File: src/rtl/edf_irq_ctrl_if.sv
// rtl/edf_irq_ctrl_if.sv - IC / core handshake bundle for edf_irq_ctrl
interface edf_irq_ctrl_if #(
    parameter int IdWidth    = 2,
    parameter int DlWidth    = 28,
    parameter int DepthWidth = 3
);
    logic                  ic_valid_i;
    logic [IdWidth-1:0]    ic_id_i;
    logic [DlWidth-1:0]    ic_dl_i;
    logic                  ic_ack_o;
    logic [IdWidth-1:0]    ic_ack_id_o;
    logic                  core_irq_o;
    logic [IdWidth-1:0]    core_id_o;
    logic [DlWidth-1:0]    core_dl_o;
    logic                  core_claim_i;
    logic                  core_done_i;
    logic [DepthWidth-1:0] depth_o;
    logic [DlWidth-1:0]    thr_o;
    logic                  err_o;
    logic [15:0]           preempt_cnt_o;

    modport slave (
        input  ic_valid_i, ic_id_i, ic_dl_i, core_claim_i, core_done_i,
        output ic_ack_o, ic_ack_id_o, core_irq_o, core_id_o, core_dl_o,
               depth_o, thr_o, err_o, preempt_cnt_o
    );

    modport master (
        output ic_valid_i, ic_id_i, ic_dl_i, core_claim_i, core_done_i,
        input  ic_ack_o, ic_ack_id_o, core_irq_o, core_id_o, core_dl_o,
               depth_o, thr_o, err_o, preempt_cnt_o
    );
endinterface

File: src/rtl/edf_irq_ctrl.sv
// rtl/edf_irq_ctrl.sv - EDF preemption gate between IC and hart, with deadline nesting stack
// Optional nested-preemption counter enabled by EDF_IRQ_CTRL_PREEMPT_CNT_EN.
module edf_irq_ctrl #(
    parameter int NrIrqs    = 4,
    parameter int DlWidth   = 28,
    parameter int NestDepth = 4
) (
    input  logic                 clk_i,
    input  logic                 rst_ni,
    edf_irq_ctrl_if.slave        bus
);
    localparam int IdWidth    = $clog2(NrIrqs);
    localparam int DepthWidth = $clog2(NestDepth + 1);

    typedef enum logic [1:0] {IDLE, OFFER, ACK} state_e;

    state_e                state_q, state_d;
    logic [IdWidth-1:0]    core_id_q, core_id_d;
    logic [DlWidth-1:0]    core_dl_q, core_dl_d;
    logic [DepthWidth-1:0] depth_q, depth_d;
    logic [DlWidth-1:0]    stack_q [NestDepth];
    logic [DlWidth-1:0]    stack_d [NestDepth];
    logic                  err_q, err_d;

    logic [DlWidth-1:0]    thr;
    logic [DlWidth-1:0]    dl_diff;
    logic                  qualify;
    logic                  pop, push;
    logic [DepthWidth-1:0] depth_pop;

    always_comb begin
        thr = '0;
        for (int i = 0; i < NestDepth; i++) begin
            if (int'(depth_q) == i + 1) thr = stack_q[i];
        end
    end

    // Wrap-safe ordering: the sign of the modular difference decides "earlier".
    assign dl_diff = bus.ic_dl_i - thr;
    assign qualify = bus.ic_valid_i && (int'(depth_q) < NestDepth)
                     && ((depth_q == '0) || dl_diff[DlWidth-1]);

    always_comb begin
        state_d   = state_q;
        core_id_d = core_id_q;
        core_dl_d = core_dl_q;
        case (state_q)
            IDLE: begin
                if (qualify) begin
                    core_id_d = bus.ic_id_i;
                    core_dl_d = bus.ic_dl_i;
                    state_d   = OFFER;
                end
            end
            OFFER: begin
                if (bus.core_claim_i) begin
                    state_d = ACK;
                end else if (!qualify || (bus.ic_id_i != core_id_q)
                             || (bus.ic_dl_i != core_dl_q)) begin
                    state_d = IDLE;
                end
            end
            ACK:     state_d = IDLE;
            default: state_d = IDLE;
        endcase
    end

    // Pop is applied before push so a same-cycle mret replaces the top entry.
    always_comb begin
        pop       = bus.core_done_i && (depth_q != '0);
        push      = (state_q == ACK);
        depth_pop = depth_q - DepthWidth'(pop);
        depth_d   = depth_pop + DepthWidth'(push);
        stack_d   = stack_q;
        for (int i = 0; i < NestDepth; i++) begin
            if (push && (int'(depth_pop) == i)) stack_d[i] = core_dl_q;
        end
        err_d = err_q
              || (bus.core_done_i && (depth_q == '0))
              || (bus.core_claim_i && (state_q != OFFER));
    end

    always_ff @(posedge clk_i or negedge rst_ni) begin
        if (!rst_ni) begin
            state_q   <= IDLE;
            core_id_q <= '0;
            core_dl_q <= '0;
            depth_q   <= '0;
            stack_q   <= '{default: '0};
            err_q     <= 1'b0;
        end else begin
            state_q   <= state_d;
            core_id_q <= core_id_d;
            core_dl_q <= core_dl_d;
            depth_q   <= depth_d;
            stack_q   <= stack_d;
            err_q     <= err_d;
        end
    end

`ifdef EDF_IRQ_CTRL_PREEMPT_CNT_EN
    logic [15:0] cnt_q, cnt_d;

    always_comb begin
        cnt_d = cnt_q;
        if ((state_q == ACK) && (depth_q != '0) && (cnt_q != 16'hFFFF)) begin
            cnt_d = cnt_q + 16'd1;
        end
    end

    always_ff @(posedge clk_i or negedge rst_ni) begin
        if (!rst_ni) cnt_q <= '0;
        else         cnt_q <= cnt_d;
    end

    assign bus.preempt_cnt_o = cnt_q;
`else
    assign bus.preempt_cnt_o = '0;
`endif

    assign bus.ic_ack_o    = (state_q == ACK);
    assign bus.ic_ack_id_o = (state_q == ACK) ? core_id_q : '0;
    assign bus.core_irq_o  = (state_q == OFFER);
    assign bus.core_id_o   = core_id_q;
    assign bus.core_dl_o   = core_dl_q;
    assign bus.depth_o     = depth_q;
    assign bus.thr_o       = thr;
    assign bus.err_o       = err_q;
endmodule

File: src/flat_wrapper.sv
// flat-port wrapper written by rule: the top's interface ports become plain ports
module edf_irq_ctrl_flat 
#(
    parameter int NrIrqs    = 4,
    parameter int DlWidth   = 28,
    parameter int NestDepth = 4
)
  (clk_i, rst_ni, bus_ic_valid_i, bus_ic_id_i, bus_ic_dl_i, bus_core_claim_i, bus_core_done_i, bus_ic_ack_o, bus_ic_ack_id_o, bus_core_irq_o, bus_core_id_o, bus_core_dl_o, bus_depth_o, bus_thr_o, bus_err_o, bus_preempt_cnt_o);
  edf_irq_ctrl_if #(.IdWidth(($clog2(NrIrqs))), .DlWidth(DlWidth), .DepthWidth(($clog2(NestDepth + 1)))) bus_i ();
  input  logic clk_i;
  input  logic rst_ni;
  input wire logic [$bits(bus_i.ic_valid_i)-1:0] bus_ic_valid_i;
  input wire logic [$bits(bus_i.ic_id_i)-1:0] bus_ic_id_i;
  input wire logic [$bits(bus_i.ic_dl_i)-1:0] bus_ic_dl_i;
  input wire logic [$bits(bus_i.core_claim_i)-1:0] bus_core_claim_i;
  input wire logic [$bits(bus_i.core_done_i)-1:0] bus_core_done_i;
  output wire logic [$bits(bus_i.ic_ack_o)-1:0] bus_ic_ack_o;
  output wire logic [$bits(bus_i.ic_ack_id_o)-1:0] bus_ic_ack_id_o;
  output wire logic [$bits(bus_i.core_irq_o)-1:0] bus_core_irq_o;
  output wire logic [$bits(bus_i.core_id_o)-1:0] bus_core_id_o;
  output wire logic [$bits(bus_i.core_dl_o)-1:0] bus_core_dl_o;
  output wire logic [$bits(bus_i.depth_o)-1:0] bus_depth_o;
  output wire logic [$bits(bus_i.thr_o)-1:0] bus_thr_o;
  output wire logic [$bits(bus_i.err_o)-1:0] bus_err_o;
  output wire logic [$bits(bus_i.preempt_cnt_o)-1:0] bus_preempt_cnt_o;
  assign bus_i.ic_valid_i = bus_ic_valid_i;
  assign bus_i.ic_id_i = bus_ic_id_i;
  assign bus_i.ic_dl_i = bus_ic_dl_i;
  assign bus_i.core_claim_i = bus_core_claim_i;
  assign bus_i.core_done_i = bus_core_done_i;
  assign bus_ic_ack_o = bus_i.ic_ack_o;
  assign bus_ic_ack_id_o = bus_i.ic_ack_id_o;
  assign bus_core_irq_o = bus_i.core_irq_o;
  assign bus_core_id_o = bus_i.core_id_o;
  assign bus_core_dl_o = bus_i.core_dl_o;
  assign bus_depth_o = bus_i.depth_o;
  assign bus_thr_o = bus_i.thr_o;
  assign bus_err_o = bus_i.err_o;
  assign bus_preempt_cnt_o = bus_i.preempt_cnt_o;
  edf_irq_ctrl #(.NrIrqs(NrIrqs), .DlWidth(DlWidth), .NestDepth(NestDepth)) u_core (.clk_i(clk_i), .rst_ni(rst_ni), .bus(bus_i));
endmodule
File: config.mk
export PLATFORM = sky130hd
export DESIGN_NAME = edf_irq_ctrl_flat
export DESIGN_NICKNAME = d
export VERILOG_FILES = /design/src/rtl/edf_irq_ctrl_if.sv /design/src/rtl/edf_irq_ctrl.sv /design/src/flat_wrapper.sv
export SDC_FILE = /design/constraint.sdc
export NUM_CORES = 1
export LEC_CHECK = 0
export ABC_AREA = 0
export ABC_CLOCK_PERIOD_IN_PS = 6300
export CAP_MARGIN = 5
export CORE_ASPECT_RATIO = 1.4
export CORE_UTILIZATION = 35
export CTS_CLUSTER_DIAMETER = 120
export CTS_CLUSTER_SIZE = 10
export DETAILED_ROUTE_END_ITERATION = 8
export PLACE_DENSITY = 0.56
export REMOVE_ABC_BUFFERS = 1
export SLEW_MARGIN = 10
export SYNTH_ARGS = -nofsm -noshare
export SYNTH_HDL_FRONTEND = slang
export SYNTH_SLANG_ARGS = --single-unit
File: constraint.sdc
create_clock -name clk_i -period 6.3 [get_ports clk_i]
set_clock_uncertainty 0.2 [all_clocks]
set_input_delay 1.89 -clock clk_i [delete_from_list [all_inputs] [get_ports clk_i]]
set_output_delay 1.89 -clock clk_i [all_outputs]
set_load 0.02 [all_outputs]
==> results.sh, run 1 <==
export IMPL_htree_levels=4
export IMPL_diodes=0
export IMPL_grt_max_degree=107
export IMPL_layout_nets=862
export IMPL_layout_commonest_cell="dfrtp_1"
export IMPL_synthDistinctLibCells=45
export IMPL_hold_start="u_core.bus.err_o$_DFF_PN0_"
export IMPL_critPathArrivalTime_ps=3220
export IMPL_die_x_um=131
export IMPL_die_area_um2=23800
export IMPL_async_reset_ff_frac=1.00
export IMPL_timing_final_crit_share=0.842
export IMPL_met2WireLength_mm=12.2
export IMPL_finalMaxSlewViolations=0
export IMPL_multiInputGateArea_um2=4020
export IMPL_postLayoutCellArea_um2=10000
export IMPL_path_clk_slew_ps=70
export IMPL_grt_pass1_wl_mm=35.6
export IMPL_antenna_found_initial=0
export IMPL_final_cell_mix="dfrtp_1 (147), mux2_2 (112), nand2_1 (101)"
export IMPL_worstSetupPathType="register to primary output"
export IMPL_maxSlewHeadroom=0.320
export IMPL_port_buffers=100
export IMPL_powerDensity_nw_per_um2=547
export IMPL_drive_gt1_frac=0.248
export IMPL_drt_met1_wl_mm=9.16
export IMPL_cts_buffers=17
export IMPL_initial_core_util=0.359
export IMPL_grt_overflow=0
export IMPL_rr_endpoint="u_core.bus.core_dl_o[25]$_DFFE_PN0P_"
export IMPL_die_h_um=182
export IMPL_fin_crit_ps=5310
export IMPL_hold_path_class="register to register"
export IMPL_vias=5854
export IMPL_ys_seq_area_frac=0.456
export IMPL_p_clk_frac=0.185
export IMPL_route_met3_wl_um=729
export IMPL_first_global_vias=6249
export IMPL_clock_path_buffers=2
export IMPL_wl_mm=22.9
export IMPL_io_pins=117
export IMPL_holdPathStages=1
export IMPL_p_leak_nw=4.50
export IMPL_topRoutingLayerUsed="met4"
export IMPL_cts_setup_buffers=0
export IMPL_drc=0
export IMPL_switching_share=0.421
export IMPL_fin_hold_ws_ps=286
export IMPL_post_route_util=0.444
export IMPL_root_buffer="clkbuf_16"
export IMPL_core_rowCount=65
export IMPL_cts_tree="yes"
export IMPL_core_area_um2=22600
export IMPL_required_ps=4210
export IMPL_status="completed"
export IMPL_first_pass_iters=4
export IMPL_postSynthAreaPerCell_um2=11.5
export IMPL_worst_slack_ps=993
export IMPL_detailed_place_area_um2=9440
export IMPL_critPathLaunchType="register"
export IMPL_endpoint_kind="primary output"
export IMPL_netSwitchingPower_w=0.00231
export IMPL_ys_warn_count=0
export IMPL_clk_latency_ps=420
export IMPL_setup_viol=0
export IMPL_routedWlPerCell_um=20.6
export IMPL_power_frac_comb=0.492
export IMPL_grt_use_total=0.201
export IMPL_ys_seq_elements=148
export IMPL_rrSetupSlack_ps=1450
export IMPL_gp_congestion=0.790
export IMPL_syn_cell_area_um2=8120
export IMPL_r2r_worst_path_cells=13
export IMPL_seq_area_um2=3700
export IMPL_dpl_worst_slack_ps=1190
export IMPL_rsz0062_at_grt="no"
export IMPL_avgViaCountPerCell=5.27
export IMPL_seq_power_share=0.322
export IMPL_cts_resized=0
export IMPL_ant_nets=0
export IMPL_tightest_slew_ps=1020
export IMPL_clkSinkCount=148
export IMPL_area_growth_synth_to_final_pct=23.6
export IMPL_hold_buffers=0
export IMPL_fill_cells=2097
export IMPL_hold_viol=0
export IMPL_synth_edf_count=0
export IMPL_peakVddDrop_uv=222
export IMPL_ys_flop_type="dfrtp_1"
export IMPL_rr_startpoint="u_core.bus.depth_o[0]$_DFF_PN0_"
export IMPL_post_place_cells=1079
export IMPL_drt_initial_drc_count=347
export IMPL_hold_path_endpoint="u_core.bus.err_o$_DFF_PN0_"
export IMPL_final_cells=1111
export IMPL_syn_inst=703
export IMPL_post_dp_hpwl_mm=16.5
export IMPL_max_freq_ghz=0.188
export IMPL_cp_max_fo=15
export IMPL_cap_viol_max_count=0
export IMPL_p_int_w=0.00318
-- worst max path at each step --
stage,to,startpoint,cells after the start
after floorplan,u_core.bus.core_id_o[1]$_DFFE_PN0P_,u_core.bus.depth_o[0]$_DFF_PN0_,12
after global placement,u_core.bus.core_dl_o[25]$_DFFE_PN0P_,bus_ic_dl_i[10],9
after detailed placement,u_core.bus.core_dl_o[25]$_DFFE_PN0P_,bus_ic_dl_i[10],9
after CTS,bus_thr_o[1],u_core.bus.depth_o[0]$_DFF_PN0_,7
after global routing,bus_thr_o[21],u_core.bus.depth_o[0]$_DFF_PN0_,7
final,bus_thr_o[1],u_core.bus.depth_o[0]$_DFF_PN0_,7
-- cells in the mapped netlist (2+ instances only) --
cell type / count / area share
nand2_1: 101 / 0.047
o22ai_1: 2 / 0.0015
a22oi_1: 26 / 0.024
nand4_1: 11 / 0.0085
buf_4: 21 / 0.019
ha_1: 30 / 0.046
clkbuf_1: 22 / 0.010
inv_1: 34 / 0.016
buf_6: 3 / 0.0042
mux2_2: 112 / 0.16
buf_2: 8 / 0.0049
o221a_2: 2 / 0.0028
nor4_1: 2 / 0.0015
nor3_1: 3 / 0.0018
a211o_1: 2 / 0.0022
o221ai_2: 29 / 0.054
and2_1: 4 / 0.0031
nand4bb_1: 2 / 0.0028
buf_1: 5 / 0.0023
mux2i_1: 28 / 0.035
a21oi_1: 12 / 0.0074
xnor2_1: 30 / 0.032
nand2b_1: 3 / 0.0023
dfrtp_1: 148 / 0.46
and3_1: 3 / 0.0023
o211ai_1: 2 / 0.0018
xor2_1: 4 / 0.0043
nor2b_1: 5 / 0.0039
nor2_1: 5 / 0.0023
o22a_1: 24 / 0.026
o21a_1: 3 / 0.0028
o21ai_0: 4 / 0.0025
-- cell type report --
cell class / instances / area share
Clock buffer: 20 / 0.0445
Multi-Input combinational cell: 477 / 0.401
Sequential cell: 148 / 0.369
Tap cell: 301 / 0.0376
Inverter: 34 / 0.0127
Timing Repair Buffer: 119 / 0.120
Clock inverter: 12 / 0.0146
-- worst max-delay path, cell delays in order (launching register included) --
cell and delay [ps]:
dfrtp_2 650, inv_1 150, nor2_2 590, buf_4 350
a22oi_1 100, o22a_1 220, inv_1 110, clkdlybuf4s50_1 610
-- sequential cells by signal, summed over array words and instances (netlist names) --
| signal | flops |
|---|---|
| u_core.state_q | 2 |
| u_core.bus.core_id_o | 2 |
| u_core.bus.core_dl_o | 28 |
| u_core.stack_q | 112 |
| u_core.bus.depth_o | 3 |
| u_core.bus.err_o | 1 |
-- metal layers --
| layer | up-vias | global-route usage |
|---|---|---|
| met3 | 44 | 0.0264 |
| met1 | 2984 | 0.235 |
| met4 | 0 | 0.0915 |
| li1 | 2684 | - |
| met2 | 142 | 0.359 |
| met5 | - | 0 |
-- cells by family after synthesis --
kind of cell,Yosys count,share of synthesized area
AO/OA/AOI/OAI,114,0.135
XOR/XNOR,34,0.0367
adder cells (fa/ha/maj),30,0.0463
buffers and inverters,93,0.0567
flip-flops,148,0.456
multiplexers,140,0.190
other,1,0.000462
AND/OR/NAND/NOR,143,0.0786
-- stage by stage --
step | TNS, ps | total power [W]
2_1_floorplan | -10180 | 0.00336
3_3_place_gp | 0 | 0.00441
3_5_place_dp | 0 | 0.00451
4_1_cts | 0 | 0.00554
5_1_grt | 0 | 0.00582
6_report | 0 | 0.00549
-- power by group through the flow --
stage / Combinational (W) / Sequential [W] / Clock (W)
2_1_floorplan: 0.00157 / 0.00179 / 0
3_3_place_gp: 0.00266 / 0.00175 / 0
5_1_grt: 0.00291 / 0.00183 / 0.00108
3_5_place_dp: 0.00272 / 0.00178 / 0
4_1_cts: 0.00273 / 0.00177 / 0.00104
6_report: 0.00270 / 0.00177 / 0.00102
Power figures use the tool's default switching activity.
==> run 2, diff against run 1 <==
--- a/config.mk
+++ b/config.mk
@@ -6,14 +6,14 @@
 export NUM_CORES = 1
 export LEC_CHECK = 0
 export ABC_AREA = 0
-export ABC_CLOCK_PERIOD_IN_PS = 6300
+export ABC_CLOCK_PERIOD_IN_PS = 4800
 export CAP_MARGIN = 5
 export CORE_ASPECT_RATIO = 1.4
 export CORE_UTILIZATION = 35
 export CTS_CLUSTER_DIAMETER = 120
 export CTS_CLUSTER_SIZE = 10
 export DETAILED_ROUTE_END_ITERATION = 8
-export PLACE_DENSITY = 0.56
+export PLACE_DENSITY = 0.58
 export REMOVE_ABC_BUFFERS = 1
 export SLEW_MARGIN = 10
 export SYNTH_ARGS = -nofsm -noshare
==> constraint.sdc (replaced) <==
create_clock -name clk_i -period 4.8 [get_ports clk_i]
set_clock_uncertainty 0.2 [all_clocks]
set_input_delay 1.44 -clock clk_i [delete_from_list [all_inputs] [get_ports clk_i]]
set_output_delay 1.44 -clock clk_i [all_outputs]
set_load 0.02 [all_outputs]
==> results.sh, run 2 (synthesized netlist as in run 1, its figures left out) <==
export IMPL_antenna_found_initial=0
export IMPL_fin_crit_ps=4520
export IMPL_powerDensity_nw_per_um2=722
export IMPL_rr_endpoint="u_core.bus.core_id_o[1]$_DFFE_PN0P_"
export IMPL_area_growth_synth_to_final_pct=24.1
export IMPL_timing_final_crit_share=0.941
export IMPL_initial_core_util=0.359
export IMPL_diodes=0
export IMPL_core_rowCount=65
export IMPL_worst_slack_ps=281
export IMPL_clk_latency_ps=430
export IMPL_die_h_um=182
export IMPL_port_buffers=100
export IMPL_hold_path_endpoint="u_core.bus.err_o$_DFF_PN0_"
export IMPL_rr_startpoint="u_core.bus.depth_o[1]$_DFF_PN0_"
export IMPL_grt_use_total=0.198
export IMPL_cap_viol_max_count=0
export IMPL_clock_path_buffers=2
export IMPL_cp_max_fo=20
export IMPL_fill_cells=2196
export IMPL_largest_register="u_core.stack_q"
export IMPL_hold_path_class="register to register"
export IMPL_first_global_vias=5878
export IMPL_root_buffer="clkbuf_16"
export IMPL_grt_overflow=0
export IMPL_endpoint_kind="primary output"
export IMPL_setup_viol=0
export IMPL_cts_resized=0
export IMPL_io_pins=117
export IMPL_dpl_worst_slack_ps=387
export IMPL_avgViaCountPerCell=5.25
export IMPL_gp_congestion=0.833
export IMPL_die_area_um2=23800
export IMPL_required_ps=3160
export IMPL_cts_tree="yes"
export IMPL_hold_viol=0
export IMPL_drt_initial_drc_count=344
export IMPL_post_place_cells=1085
export IMPL_multiInputGateArea_um2=4020
export IMPL_drive_gt1_frac=0.252
export IMPL_worstSetupPathType="register to primary output"
export IMPL_finalMaxSlewViolations=0
export IMPL_crit_start="u_core.bus.depth_o[1]$_DFF_PN0_"
export IMPL_r2r_worst_path_cells=12
export IMPL_drt_met1_wl_mm=9.67
export IMPL_met2WireLength_mm=11.6
export IMPL_route_met3_wl_um=902
export IMPL_rrSetupSlack_ps=550
export IMPL_drc=0
export IMPL_peakVddDrop_uv=326
export IMPL_hold_start="u_core.bus.err_o$_DFF_PN0_"
export IMPL_largest_register_ffs=112
export IMPL_tightest_slew_ps=715
export IMPL_maxSlewHeadroom=0.523
export IMPL_core_area_um2=22600
export IMPL_clkSinkCount=148
export IMPL_critPathArrivalTime_ps=2880
export IMPL_die_x_um=131
export IMPL_vias=5852
export IMPL_tns_ps=0
export IMPL_seq_area_um2=3700
export IMPL_ant_nets=0
export IMPL_max_freq_ghz=0.221
export IMPL_final_cell_mix="dfrtp_1 (147), mux2_2 (112), nand2_1 (101)"
export IMPL_path_clk_slew_ps=60
export IMPL_final_cells=1115
export IMPL_p_total_w=0.00727
export IMPL_layout_commonest_cell="dfrtp_1"
export IMPL_grt_max_degree=75
export IMPL_p_leak_nw=4.54
export IMPL_hold_buffers=0
export IMPL_routedWlPerCell_um=20.1
export IMPL_rsz0062_at_grt="no"
export IMPL_holdPathStages=1
export IMPL_topRoutingLayerUsed="met4"
export IMPL_critPathLaunchType="register"
export IMPL_grt_pass1_wl_mm=35.0
export IMPL_cts_setup_buffers=0
export IMPL_htree_levels=4
export IMPL_cts_buffers=17
export IMPL_status="completed"
export IMPL_wl_mm=22.4
export IMPL_first_pass_iters=6
export IMPL_layout_nets=868
export IMPL_post_dp_hpwl_mm=15.6
run 2: worst max-delay path by stage:
| stage | endpoint | slack, ps | depth (start not counted) |
|---|---|---|---|
| finish | bus_thr_o[12] | 280 | 4 |
| global route | bus_thr_o[4] | 200 | 4 |
| CTS | bus_thr_o[27] | 280 | 5 |
| detailed placement | u_core.bus.core_id_o[1]$_DFFE_PN0P_ | 390 | 9 |
| global placement | u_core.bus.core_id_o[1]$_DFFE_PN0P_ | 390 | 9 |
| floorplan | u_core.bus.core_id_o[1]$_DFFE_PN0P_ | -1930 | 12 |
run 2: metal layers:
metal  up-vias  track usage
met2       150        0.335
met5         -            0
met1      2988        0.259
met3        19       0.0287
met4         0       0.0602
li1       2695            -
run 2: critical path, cell delays in order (launching register included):
cell and delay [ps]:
dfrtp_1 700, nand2b_1 380, buf_4 360, o22ai_1 310, clkdlybuf4s50_1 680
run 2: cell type report:
class                      instances  area share
clock buffer                      21      0.0457
clock inverter                     9      0.0153
inverter                          34      0.0127
multi-input combinational        477       0.399
sequential                       148       0.368
tap                              301      0.0374
timing repair buffer             125       0.122
run 2: per-stage QoR:
step	hold slack (ps)	util	instance area, µm²
floorplan	279	-	7840
global placement	250	0.418	9460
detailed placement	254	0.418	9460
CTS	268	0.445	10100
global route	295	0.445	10100
finish	265	0.445	10100
run 2: where the power goes:
part	switching, W	internal (W)
clock	0.000519	0.000890
sequential	0.000548	0.00177
combinational	0.00191	0.00164
total	0.00297	0.00430
